File: src/rtl/stream_priority_encoder.sv
// Stream priority encoder: captures a request vector and emits the index of each set
// bit, lowest first, one per output handshake. Define SPE_COUNT_EN to add out_count.
module stream_priority_encoder #(
  parameter int N_IN  = 8,
  parameter int IDX_W = 3
) (
  input  logic             clk,
  input  logic             rst_n,
  input  logic             in_valid,
  output logic             in_ready,
  input  logic [N_IN-1:0]  in_vec,
  output logic             out_valid,
  input  logic             out_ready,
  output logic [IDX_W-1:0] out_idx,
  output logic             out_last,
  output logic             empty_drop
`ifdef SPE_COUNT_EN
  ,
  output logic [IDX_W:0]   out_count
`endif
);

  typedef enum logic {IDLE, EMIT} state_t;

  state_t            r_state, w_state_nxt;
  logic [N_IN-1:0]   r_pend, w_pend_nxt;
  logic              r_drop;
  logic [N_IN-1:0]   w_rest;
  logic [IDX_W-1:0]  w_idx;
  logic              w_last;

  // Dropping the lowest set bit is exactly clearing pend[out_idx].
  assign w_rest = r_pend & (r_pend - N_IN'(1));
  assign w_last = (r_pend != '0) && (w_rest == '0);

  always_comb begin
    w_idx = '0;
    for (int i = N_IN - 1; i >= 0; i--)
      if (r_pend[i]) w_idx = IDX_W'(i);
  end

  always_comb begin
    w_state_nxt = r_state;
    w_pend_nxt  = r_pend;
    case (r_state)
      IDLE: if (in_valid && in_vec != '0) begin
        w_pend_nxt  = in_vec;
        w_state_nxt = EMIT;
      end
      EMIT: if (out_ready) begin
        w_pend_nxt = w_rest;
        if (w_last) w_state_nxt = IDLE;
      end
      default: w_state_nxt = IDLE;
    endcase
  end

  always_ff @(posedge clk or negedge rst_n) begin
    if (!rst_n) begin
      r_state <= IDLE;
      r_pend  <= '0;
      r_drop  <= 1'b0;
    end else begin
      r_state <= w_state_nxt;
      r_pend  <= w_pend_nxt;
      r_drop  <= (r_state == IDLE) && in_valid && (in_vec == '0);
    end
  end

  assign in_ready   = (r_state == IDLE);
  assign out_valid  = (r_state == EMIT);
  assign out_idx    = w_idx;
  assign out_last   = w_last;
  assign empty_drop = r_drop;

`ifdef SPE_COUNT_EN
  logic [IDX_W:0] w_cnt;
  always_comb begin
    w_cnt = '0;
    for (int i = 0; i < N_IN; i++)
      w_cnt = w_cnt + (IDX_W+1)'(r_pend[i]);
  end
  assign out_count = w_cnt;
`endif

endmodule

File: config.mk
export PLATFORM = sky130hd
export DESIGN_NAME = stream_priority_encoder
export DESIGN_NICKNAME = d
export VERILOG_FILES = /design/src/rtl/stream_priority_encoder.sv
export SDC_FILE = /design/constraint.sdc
export NUM_CORES = 1
export LEC_CHECK = 0
export ABC_AREA = 1
export BUFFER_PORTS_ARGS = -buffer_cell sky130_fd_sc_hd__buf_2
export CAP_MARGIN = 20
export CORE_MARGIN = 2
export CORE_UTILIZATION = 45
export DETAILED_ROUTE_END_ITERATION = 12
export PLACE_DENSITY = 0.81
export SETUP_SLACK_MARGIN = 0.5
export SLEW_MARGIN = 20
export SYNTH_ARGS = -nofsm -noshare
export SYNTH_HDL_FRONTEND = slang
export SYNTH_SLANG_ARGS = --single-unit
File: constraint.sdc
create_clock -name clk -period 1.6 [get_ports clk]
set_input_delay 0.08 -clock clk [delete_from_list [all_inputs] [get_ports clk]]
set_output_delay 0.08 -clock clk [all_outputs]
set_load 0.05 [all_outputs]
==> results.md <==
- Outcome: finished, violations left
- Violated checks: setup timing
- Endpoint arrival time on the critical path: 1.65 ns
- First-pass DRT Iterations: 4
- Final WL: 2080 um
- Cell breakdown of the critical path: nor2_4 -> nand2_2 -> o21ai_2 -> nand2_2 -> nor3b_4 -> buf_6
- Max Fanout on Critical Path: 7
- Remaining design rule violation count: 0
- Cell repeated most along the worst path: nand2_2
- Count of placed standard cells in the final layout, fillers left out: ~150
- Flip-flop and latch count after synthesis: 10
- Fmax: about 580 MHz
- Syn Nets: 111
- CTS H-Tree Depth: 1
- HPWL after DPL: between 1000 and 1500 um
- Count of mapped cells out of synthesis: 99
- Total chip power: approximately 2900 uW
- Buffers added on ports: 18
- Height of the die: 42.5 um
- Met3 routed WL: 124 um
- Setup slack at placement: 0.0423 ns
- Vias in the first global route: 820
- Layout Area Growth over Synthesis: 58.5%
- Final Setup Violations: 2
- Antenna cell count: 0
- Number of endpoints with negative hold slack in the final report: 0
- Transition time at the pin with the least slew margin: 0.250 ns
- Type of the setup path with the least slack: reg -> out
- Via density per instance: 5.48
- Min setup slack post-route: -0.131 ns
- Max-slew headroom at the worst pin: 0.833
- Maximum single-stage delay on the critical path: 0.41 ns
- Synth async-reset ratio: 1.00
- Number of warning messages in the yosys log: 0
- Detailed-route wire length on metal 1: roughly 840 um
- Most frequently used cell type in the post-synthesis netlist: nand2_1
- Total core area: 1350 um^2
- Capturing element type of the critical path: output pin
- IO Count: 19
- Post-synthesis average cell area: 6.74 um^2
- Last weighted congestion value of the routability-driven placer: between 0.8 and 0.9
- Pin count of the biggest net entering global routing: 12
- Initial antenna violation count: 0
- Top cell type's share of synthesized area: 0.375
- Critical Path Source Type: register
- Top layer reached by signal wires: met4
- Cell total after placement: 131
- Iteration-0 DRC count of the detailed router: 27
- Total vias in the final route: 833
- CTS tree: done
- Post-route clock skew: 0.00804 ns
- Total overflow reported by the global router: 0
- Synth unique cells: 20
- Die Area: 1810 um^2
- Post-DRT Antenna Nets: 0
- Starting utilization of the core area: 0.494
- # nets final: 150
- Final Critical Period: around 1.7 ns
- Areal power density over the cells: 2700 nW/um^2
- Leakage power: 0.000553 uW
- Die width: 42.5 um
- Clk sink count: 10
- Commonest cells in the synthesized netlist: nand2_1, nor2_1, dfrtp_1, inv_1, o21ai_1
- Cell types occupying the most area after synthesis: dfrtp_1, nand2_1, nor2_1, o21ai_1, inv_1
- Fin crit share: 1.08
- Max-cap violations: 0
- Part of the Yosys area used for sequential elements: 0.375
- Critical path required time: 1.52 ns
- Clk pin slew, worst setup/hold paths: 0.06 ns
- Met2 routed WL: about 1100 um
- Commonest register cell after synthesis: dfrtp_1
- Share of layout cells above drive strength 1: 0.474
- Clock Tree Buf Depth: 2
- Type of the tightest min-delay check: in -> reg
- Row count: 13
- Combined area of all synthesized cells: 667 um^2
- Global-route wire length before repair: 3580 um
- GRT Total Usage: 0.261
- Library cell occupying the most area in the post-synthesis netlist: dfrtp_1
- Routed wire per std cell: around 14 um
- Clock insertion delay at the later pin of the skew report: around 0.27 ns
- Clock root buffer: clkbuf_4
- Number of enable flip-flop cells after synthesis: 0
- Number of pins exceeding their max-slew limit in the final report: 0
- Cts bufs inserted: 3
- Maximum vdd drop: 0.00129 V
- Slowest cell on the critical path: dfrtp_1
- Setup repair after global routing missed its margin: true
## report_power, final
group / switching [uW] / internal [uW] / leakage, uW / total, uW
combinational: 1240 / 884 / 0.000410 / 2130
clock: 90.1 / 138 / 0.0000210 / 228
sequential: 132 / 364 / 0.000122 / 496
total: 1470 / 1390 / 0.000553 / 2850
## kinds of logic after synthesis
group / synth area share
simple gates: 0.402
compound gates: 0.148
flops: 0.375
buf+inv: 0.0750
## worst max-delay path, delay by kind of cell, from the launching register on
kind	cells	cell delay, ns
buf+inv	1	0.18
simple gates	4	0.58
flops	1	0.41
compound gates	1	0.21
## area by class of cell
cell class	instances	area [um^2]
inverters	9	42.5
fillers	89	293
flip-flops and latches	10	255
repair buffers	35	270
repair inverters	1	6.26
multi-input cells	78	428
well taps	15	18.8
clock buffers	4	36.3
## per-layer routing
layer  up-vias  track usage
li1        396            -
met1       385        0.324
met2        44        0.449
met3         8       0.0259
met4         0        0.119
met5         -            0
## flip-flops by register name (all words and copies together), names as in the netlist
name	cells
out_valid	1
empty_drop	1
r_pend	8
## worst paths after layout
path                            slack (ns)                     to                  start  cells after the start
worst max-delay path                 -0.13               out_last  r_pend[1]$_DFFE_PN0P_                      6
worst min-delay path                  0.05   empty_drop$_DFF_PN0_               in_valid                      3
worst max register to register       -0.07    out_valid$_DFF_PN0_  r_pend[1]$_DFFE_PN0P_                     10
worst min register to register        0.56  r_pend[0]$_DFFE_PN0P_  r_pend[0]$_DFFE_PN0P_                      2
max in group asynchronous             1.18  r_pend[3]$_DFFE_PN0P_                  rst_n                      2
min in group asynchronous             0.19  r_pend[4]$_DFFE_PN0P_                  rst_n                      2
## repair_timing
item	4_1_cts	5_1_grt
gates cloned	1	0
buffers inserted	13	2
hold endpoints to repair	10	0
setup endpoints to repair	15	14
resized for setup	24	6
pin swaps	11	2
hold buffers	1	0
## per-stage QoR
stage / utilization / hold WS [ns] / cell area, um^2 / TNS (ns)
floorplan: - / -0.216 / 712 / 0
global placement: 0.597 / -0.0482 / 806 / 0
detailed placement: 0.597 / -0.0461 / 806 / 0
CTS: 0.756 / 0.0517 / 1020 / -0.0787
global route: 0.783 / 0.0755 / 1060 / -0.383
finish: 0.783 / 0.0546 / 1060 / -0.203
## placed cells by master (no fill, tap or decap), types with 3 or more instances in the layout
master,synthesis,routed
nand2_1,33,29
buf_2,1,13
nor2_1,14,12
buf_4,0,12
buf_6,1,8
inv_1,8,7
dfrtp_1,10,6
o21ai_1,6,5
nand2_2,3,5
nand3_1,5,4
o21ai_0,5,4
dfrtp_2,0,4
nor2_2,2,3
o21ai_2,1,3
o211ai_1,3,3
clkbuf_4,0,3
No activity file was read; power rests on OpenSTA's default activity.
